<file path="src/rtl/deb_pkg.sv">
// Shared encodings and defaults for the button debounce arbiter.
// No logic; state encodings and the default window length only.
// Backpressure: not applicable.
package deb_pkg;

  typedef enum logic [1:0] {
    DEB_IDLE = 2'd0,
    DEB_WAIT = 2'd1,
    DEB_EMIT = 2'd2
  } deb_state_t;

  localparam logic [31:0] DEB_MAX_BTN_COUNT = 32'd2000000;

endpackage

</file>
<file path="src/rtl/btn_sync.sv">
// Two-flop vector synchroniser for asynchronous button levels.
// Latency: 2 clk edges from input change to q.
// Backpressure: none; samples every cycle.
module btn_sync #(
  parameter int W = 4
) (
  input  logic         clk,
  input  logic         nrst,
  input  logic [W-1:0] d,
  output logic [W-1:0] q
);

  logic [W-1:0] meta;

  // two-stage capture; reset value means "released"
  always_ff @(posedge clk or negedge nrst) begin
    if (!nrst) begin
      meta <= '0;
      q    <= '0;
    end else begin
      meta <= d;
      q    <= meta;
    end
  end

endmodule

</file>
<file path="src/rtl/deb_arbiter.sv">
// Debounces NUM_BTNS active-low buttons with one shared, round-robin scheduled window timer.
// Latency: event valid MAX_BTN_COUNT+5 edges after the first edge sampling a press (idle arbiter).
// Backpressure: evt_valid/evt_idx hold until evt_ready; other presses stay pending meanwhile.
module deb_arbiter
  import deb_pkg::*;
#(
  parameter int          NUM_BTNS      = 4,
  parameter logic [31:0] MAX_BTN_COUNT = DEB_MAX_BTN_COUNT,
  parameter int          IDX_W         = $clog2(NUM_BTNS)
) (
  input  logic                clk,
  input  logic                nrst,
  input  logic [NUM_BTNS-1:0] nbtn,
  output logic                evt_valid,
  output logic [IDX_W-1:0]    evt_idx,
  input  logic                evt_ready,
  output logic                busy
);

  logic [NUM_BTNS-1:0] btn_s;
  logic [NUM_BTNS-1:0] pending;
  logic [NUM_BTNS-1:0] armed;
  logic [NUM_BTNS-1:0] press;
  logic [NUM_BTNS-1:0] rearm;
  logic [NUM_BTNS-1:0] cur_mask;
  logic [NUM_BTNS-1:0] grant_mask;
  logic [1:0]          warm;
  logic                active;
  logic                grant;
  logic [IDX_W-1:0]    pick;
  logic [IDX_W-1:0]    cur;
  logic [IDX_W-1:0]    last;
  logic [31:0]         count;
  deb_state_t          state;

  btn_sync #(.W(NUM_BTNS)) u_sync (
    .clk  (clk),
    .nrst (nrst),
    .d    (~nbtn),
    .q    (btn_s)
  );

  // first requester at or after lst+1, wrapping; lst itself is checked last
  function automatic logic [IDX_W-1:0] rr_pick(input logic [NUM_BTNS-1:0] req,
                                               input logic [IDX_W-1:0]    lst);
    logic [IDX_W-1:0] sel;
    logic [IDX_W-1:0] cand;
    logic             found;
    sel   = lst;
    found = 1'b0;
    for (int k = 1; k <= NUM_BTNS; k++) begin
      cand = IDX_W'((int'(lst) + k) % NUM_BTNS);
      if (!found && req[cand]) begin
        sel   = cand;
        found = 1'b1;
      end
    end
    return sel;
  endfunction

  // per-button press/rearm decisions and the grant taken from IDLE
  always_comb begin
    active     = (state == DEB_WAIT) || (state == DEB_EMIT);
    cur_mask   = active ? (NUM_BTNS'(1) << cur) : '0;
    press      = armed & btn_s;
    // synchroniser outputs are reset values, not samples, for the first two edges;
    // rearming on them would make a button held through reset look released
    rearm      = warm[1] ? (~armed & ~pending & ~btn_s & ~cur_mask) : '0;
    grant      = (state == DEB_IDLE) && (|pending);
    pick       = rr_pick(pending, last);
    grant_mask = grant ? (NUM_BTNS'(1) << pick) : '0;
  end

  // press capture and rearm flags, running independently of the FSM
  always_ff @(posedge clk or negedge nrst) begin
    if (!nrst) begin
      warm    <= '0;
      pending <= '0;
      armed   <= '0;
    end else begin
      warm    <= {warm[0], 1'b1};
      pending <= (pending | press) & ~grant_mask;
      armed   <= (armed & ~press) | rearm;
    end
  end

  // scheduler FSM: grant one pending button, time its window, emit on a held press
  always_ff @(posedge clk or negedge nrst) begin
    if (!nrst) begin
      state     <= DEB_IDLE;
      count     <= '0;
      cur       <= '0;
      last      <= IDX_W'(NUM_BTNS - 1);
      evt_valid <= 1'b0;
      evt_idx   <= '0;
      busy      <= 1'b0;
    end else begin
      case (state)
        DEB_IDLE: begin
          if (grant) begin
            cur   <= pick;
            last  <= pick;
            count <= '0;
            busy  <= 1'b1;
            state <= DEB_WAIT;
          end
        end
        DEB_WAIT: begin
          if (count == MAX_BTN_COUNT) begin
            if (btn_s[cur]) begin
              evt_valid <= 1'b1;
              evt_idx   <= cur;
              state     <= DEB_EMIT;
            end else begin
              busy  <= 1'b0;
              state <= DEB_IDLE;
            end
          end else begin
            count <= count + 32'd1;
          end
        end
        DEB_EMIT: begin
          if (evt_ready) begin
            evt_valid <= 1'b0;
            busy      <= 1'b0;
            state     <= DEB_IDLE;
          end
        end
        default: begin
          evt_valid <= 1'b0;
          busy      <= 1'b0;
          state     <= DEB_IDLE;
        end
      endcase
    end
  end

endmodule

</file>
<file path="config.mk">
export PLATFORM = sky130hd
export DESIGN_NAME = deb_arbiter
export DESIGN_NICKNAME = d
export VERILOG_FILES = /design/src/rtl/deb_pkg.sv /design/src/rtl/btn_sync.sv /design/src/rtl/deb_arbiter.sv
export SDC_FILE = /design/constraint.sdc
export NUM_CORES = 1
export LEC_CHECK = 0
export CORE_MARGIN = 5
export CORE_UTILIZATION = 60
export DETAILED_ROUTE_END_ITERATION = 6
export PLACE_DENSITY = 0.77
export RECOVER_POWER = 25
export SETUP_SLACK_MARGIN = 0.5
export SYNTH_ARGS = -nofsm -noshare
export SYNTH_HDL_FRONTEND = slang
export SYNTH_HIERARCHICAL = 1
export SYNTH_SLANG_ARGS = --single-unit
</file>
<file path="constraint.sdc">
create_clock -name clk -period 2.62 [get_ports clk]
set_clock_uncertainty 0.2 [all_clocks]
set_input_delay 0.524 -clock clk [delete_from_list [all_inputs] [get_ports clk]]
set_output_delay 0.524 -clock clk [all_outputs]
set_load 0.01 [all_outputs]
</file>
## Word level (Yosys, flattened, before mapping)

Cells that the tools add are included.

| storage, ports and cells | value |
|---|---|
| bits in registers | 60 |
| bits in latches | 0 |
| RAM bits | 0 |
| memory bits (read-only) | 0 |
| input bits | 7 |
| memories kept | 0 |

| cells by class | value |
|---|---|
| add/sub/neg operators | 5 |
| $mul | 0 |
| div/mod/pow operators | 0 |
| order comparisons | 5 |
| eq/ne operators | 9 |
| shifts and indexed selects | 2 |
| mux-type cells | 36 |
| bitwise gates (word level) | 16 |
| reductions and logical operators | 17 |

Operators with widths:

| kind | count |
|---|---|
| two-way mux 32 bit | 2 |
| case mux 32 bit (2 select lines) | 1 |
| adder 32 x 1 -> 32 bit, second input constant | 1 |
| equality test 32 x 21 -> 1 bit, second input constant | 1 |
| inverter 4 bit | 7 |
| bitwise AND 4 bit | 6 |
| two-way mux 2 bit | 8 |
| < comparator 2 x 3 -> 1 bit, second input constant | 5 |
| two-way mux 1 bit | 14 |
| two-way mux 4 bit | 3 |
| binary-select mux 1 bit (select 2 bit) | 5 |
| AND reduction 3 bit | 3 |
| != test 2 bit, second input constant | 4 |
| bitwise OR 4 bit | 2 |
| AND reduction 4 bit | 2 |
| left shift 1 x 2 -> 4 bit, first input constant | 2 |
| case mux 1 bit (3 select lines) | 2 |
| case mux 2 bit (3 select lines) | 1 |
| adder 2 x 1 -> 2 bit, second input constant | 2 |
| adder 2 bit, second input constant | 2 |
| logical AND 1 bit | 4 |
| != test 2 x 1 -> 1 bit, second input constant | 2 |
| OR reduction 4 bit | 1 |
| zero test 1 bit | 3 |
| 7 further kinds | 7 |

## Depth between registers and ports, before layout

| depth | value |
|---|---|
| depth in word-level cells | 17 |
| gate-level depth with buffers | 9 |
| depth with buffers taken out | 7 |

## Cells and area by module

The synthesis kept the hierarchy.

By module, submodules not included:

| module | times used | cells an instance | area each (um^2) | sequential area each (um^2) |
|---|---|---|---|---|
| deb_arbiter | 1 | 288 | 2753.9 | 1303.8 |
| btn_sync | 1 | 8 | 200.2 | 200.2 |

## Worst setup path before layout

No wires, ideal clock.

| path | value |
|---|---|
| path type | register to register |
| start | reg state[1] |
| end | reg count[24] |
| setup time | 0.066 ns |
| data arrival time | 2.012 ns |
| data required time | 2.354 ns |
| setup slack | 0.342 ns |
| stages on the path, launching flop included | 9 |
| buffers on the path | 1 |
| period minus slack after synthesis | 2.278 ns |
| cells stage by stage | dfrtp_1 > inv_1 > ha_1 > clkbuf_2 > nor2_1 > a211oi_4 > nand3_2 > or4_1 > nand2_1 |

| between the ends | value |
|---|---|
| cells in the longest elaborated chain, start to end | 4 |
| elaborated cells on any way between the ends | 8 |
| classes of those cells | eq/ne: 3; mux: 1; reduce/logical: 4 |

Ends and longest elaborated chain:

| item | RTL line | text |
|---|---|---|
| from (decl) | deb_arbiter.sv:34 | `deb_state_t state;` |
| from (signal assigned) | deb_arbiter.sv:90 | `state <= DEB_IDLE;` |
| from (signal assigned) | deb_arbiter.sv:105 | `state <= DEB_WAIT;` |
| from (signal assigned) | deb_arbiter.sv:113 | `state <= DEB_EMIT;` |
| zero test 2 bit | deb_arbiter.sv:69, deb_arbiter.sv:98 |  |
| logical AND 1 bit | deb_arbiter.sv:69 | `grant = (state == DEB_IDLE) && (\|pending);` |
| != test 2 bit (no source line) | n/a |  |
| AND reduction 3 bit (no source line) | n/a |  |
| to (signal assigned) | deb_arbiter.sv:119 | `count <= count + 32'd1;` |
| to (decl) | deb_arbiter.sv:33 | `logic [31:0] count;` |

Several ways; a longest one is shown, not always the timed one.
A chain may end at the register's enable or synchronous reset.

## Worst setup path in the final report

| path | value |
|---|---|
| start | reg state[0] |
| end | reg count[31] |

The elaborated chain is that of the path after synthesis.

==> impl_metrics.toml <==
[run_status]
status = "completed"

[cells_and_area]
syn_to_final_growth_pct = 18.5
multi_input_area_sq_um = 1360
fin_nets = 342
diodes = 0
fillers = 344
drive_gt1_share_pct = 17.9
design_area_sq_um = 3500
regArea_sq_um = 1510

[die]
core-area_sq_um = 4750
die_w_um = 80.2
initial_core_util_pct = 62.1
die_h_um = 80.2
ios = 11
die-area_sq_um = 6430
rows = 25

[global_route]
grt_pass1_vias = 2316
grt_pass1_wl_um = 11000
grt_start_max_net_pins = 27
grt_usage_pct = 22.3
gr-total-overflow = 0
antenna_found_initial = 0

[synthesis]
syn-cell-area_sq_um = 2950
avgSynthCellArea_sq_um = 9.98
synth_edf_count = 0
ys_ff_latch = 60
ys_types = 48
yosys_warnings = 6
postSynthCellCount = 296
synth_async_sr_flop_share_pct = 100
ys.flop_type = "dfrtp_1"
syn_nets = 308
ys_seq_area_share_pct = 50.9

[timing]
hold_viol = 0
relSlewSlack_pct = 61.8
tightest_slew_ns = 0.572
worst_slack_ns = 0.547
fmax_ghz = 0.482
tns_ns = 0
drv_slew = 0
period_share_pct = 79.1
fin_crit_ns = 2.07
finalSetupViolCount = 0
rsz0062_at_grt = "true"

[detailed_routing]
ant_nets = 0
wl_per_cell_um = 16.3
drt_iter0_markers = 243
route.vias.total = 2419
routed_wl_um = 6540
drt_pass1_iterations = 5
vias_per_cell = 6.02
drcViolationCount = 0

[placement]
place_area_sq_um = 3170
dp_hpwl_um = 4220
place_congestion = 0.948
port_buffers = 10
dpl_worst_slack_ns = 0.389

[power]
pwr_density_cell_nw_per_um2 = 884
ir_worst_vdd_v = 0.000431
p_leak_nw = 1.60

[hold_path]
hold_class = "reg2reg"

[flow_run]
max_cap_viol_count = 0

[clocking]
clkLatencyLatePin_ns = 0.35
cts.clk_slew.worst_paths_ns = 0.06
cts_tree = "done"
cts-root-buf = "clkbuf_8"
cts_buffer_depth = 2
cts_htree_levels = 3
cts_sinks = 60
cts_buffers = 9

[worst_setup_path]
reg2regPathDepth = 8
r2r_end = "count[31]"
worstSetupEndpointType = "flop"
endpoint = "count[31]"
critPathArrivalTime_ns = 2.13
r2r-start = "state[0]"
required_ns = 2.68
ff2ff_setup_slack_ns = 0.55
cp-startpoint = "state[0]"
path_max_fanout = 14
path_class = "reg2reg"
cp-start-kind = "flop"
cell usage after synthesis (all sizes together), types with 2 or more instances:
| master | number | share of area [%] |
|---|---|---|
| dfrtp | 58 | 49 |
| nor2 | 39 | 5.0 |
| xor2 | 21 | 6.2 |
| inv | 20 | 2.5 |
| a21oi | 19 | 3.2 |
| nand2 | 17 | 2.2 |
| nand4 | 17 | 3.6 |
| nand3 | 13 | 2.4 |
| nor4 | 7 | 2.0 |
| o21ai | 7 | 1.2 |
| and3 | 6 | 1.3 |
| and4 | 6 | 1.8 |
| a31oi | 5 | 1.1 |
| buf | 5 | 1.1 |
| clkbuf | 5 | 0.68 |
| ha | 5 | 2.1 |
| o221ai | 4 | 1.2 |
| or4 | 4 | 1.0 |
| xnor2 | 4 | 1.2 |
| a21o | 3 | 0.76 |
| nor2b | 3 | 0.64 |
| nor4b | 3 | 0.89 |
| a211oi | 2 | 0.93 |
| and2 | 2 | 0.42 |
| dfstp | 2 | 1.8 |
| mux2 | 2 | 0.76 |
placed cells by master (no fill, tap or decap), types with 5 or more instances in the layout:
cell,netlist,final
nand2_1,17,17
dfrtp_2,0,5
and4_1,6,6
nor4_1,6,6
buf_4,0,19
o21ai_0,7,7
dlygate4sd3_1,0,5
nand3_1,12,12
and3_1,6,6
nand4_1,17,17
dfrtp_1,58,53
nor2_1,39,36
xor2_1,21,21
a21oi_1,19,19
a31oi_1,5,5
clkbuf_8,0,12
clkdlybuf4s50_1,0,5
inv_1,20,20
flip-flops by register name (all words and copies together), names as in the netlist:
| name | count |
|---|---|
| state | 2 |
| busy | 1 |
| pending | 4 |
| armed | 4 |
| cur | 2 |
| warm | 2 |
| u_sync/q | 4 |
| u_sync/meta | 4 |
| evt_idx | 2 |
| last | 2 |
| count | 32 |
| evt_valid | 1 |
stage by stage:
stage                     util [%]  hold WS, ns  cells  total power (W)
after detailed placement      66.7        0.141    374          0.00217
after global routing          73.6        0.168    402          0.00327
final                         73.6        0.152    402          0.00310
after floorplan                  -       0.0284    296          0.00190
after global placement        66.7        0.132    374          0.00215
after CTS                     71.4        0.155    392          0.00298
kinds of logic (layout without fill, tap and decap cells):
group	after synthesis	in the layout	share of synthesized area (%)
other cells	1	1	0.127
xor+xnor	25	25	7.41
mux	4	4	1.86
simple gates	121	121	22.1
buf+inv	30	69	4.28
flops	60	60	50.9
fa+ha+maj	5	5	2.12
compound gates	50	50	11.2
routing by layer:
layer	vias to the layer above	global-route usage, %	part of all wire (%)
met1	1200	31.0	47
met4	0	10.5	2.2
met2	86	33.6	45
met3	15	4.26	5.9
li1	1118	-	-
met5	-	0	0
critical path: stages, from the launching register on:
cell,delay (ns)
dfrtp_1,0.39
inv_1,0.14
ha_4,0.24
nor2_2,0.09
a211oi_2,0.24
buf_6,0.20
and3_1,0.19
nand4_1,0.11
a21oi_1,0.20
repair_timing:
| item | CTS | global route |
|---|---|---|
| setup buffers | 1 | 10 |
| hold buffers | 1 | 0 |
| gates cloned | 0 | 0 |
| endpoints found under the hold margin | 24 | 0 |
| pin swaps | 0 | 3 |
| setup endpoints to repair | 26 | 18 |
| gates resized for setup | 5 | 10 |
worst min path at each step:
| stage | startpoint | end | slack, ns | depth (start not counted) |
|---|---|---|---|---|
| final | u_sync/meta[3] | u_sync/q[3] | 0.15 | 0 |
| after global routing | u_sync/meta[3] | u_sync/q[3] | 0.17 | 0 |
| after CTS | u_sync/meta[3] | u_sync/q[3] | 0.16 | 0 |
| after detailed placement | u_sync/meta[3] | u_sync/q[3] | 0.14 | 0 |
| after global placement | u_sync/meta[3] | u_sync/q[3] | 0.13 | 0 |
| after floorplan | nrst | armed[0] | 0.03 | 0 |
cell type report:
type	count	share of cell area [%]
Clock inverter	4	0.643
Tap cell	67	2.39
Inverter	20	2.14
Clock buffer	12	4.72
Multi-Input combinational cell	206	38.9
Timing Repair Buffer	33	8.04
Sequential cell	60	43.1
power breakdown:
part | total [W] | switching, W | leakage (nW) | internal [W]
Combinational | 0.00109 | 0.000635 | 0.719 | 0.000454
Clock | 0.000782 | 0.000366 | 0.0982 | 0.000415
Sequential | 0.00123 | 0.000153 | 0.779 | 0.00107
Total | 0.00310 | 0.00115 | 1.60 | 0.00194
Note: power is estimated with default switching activity, not from simulation.
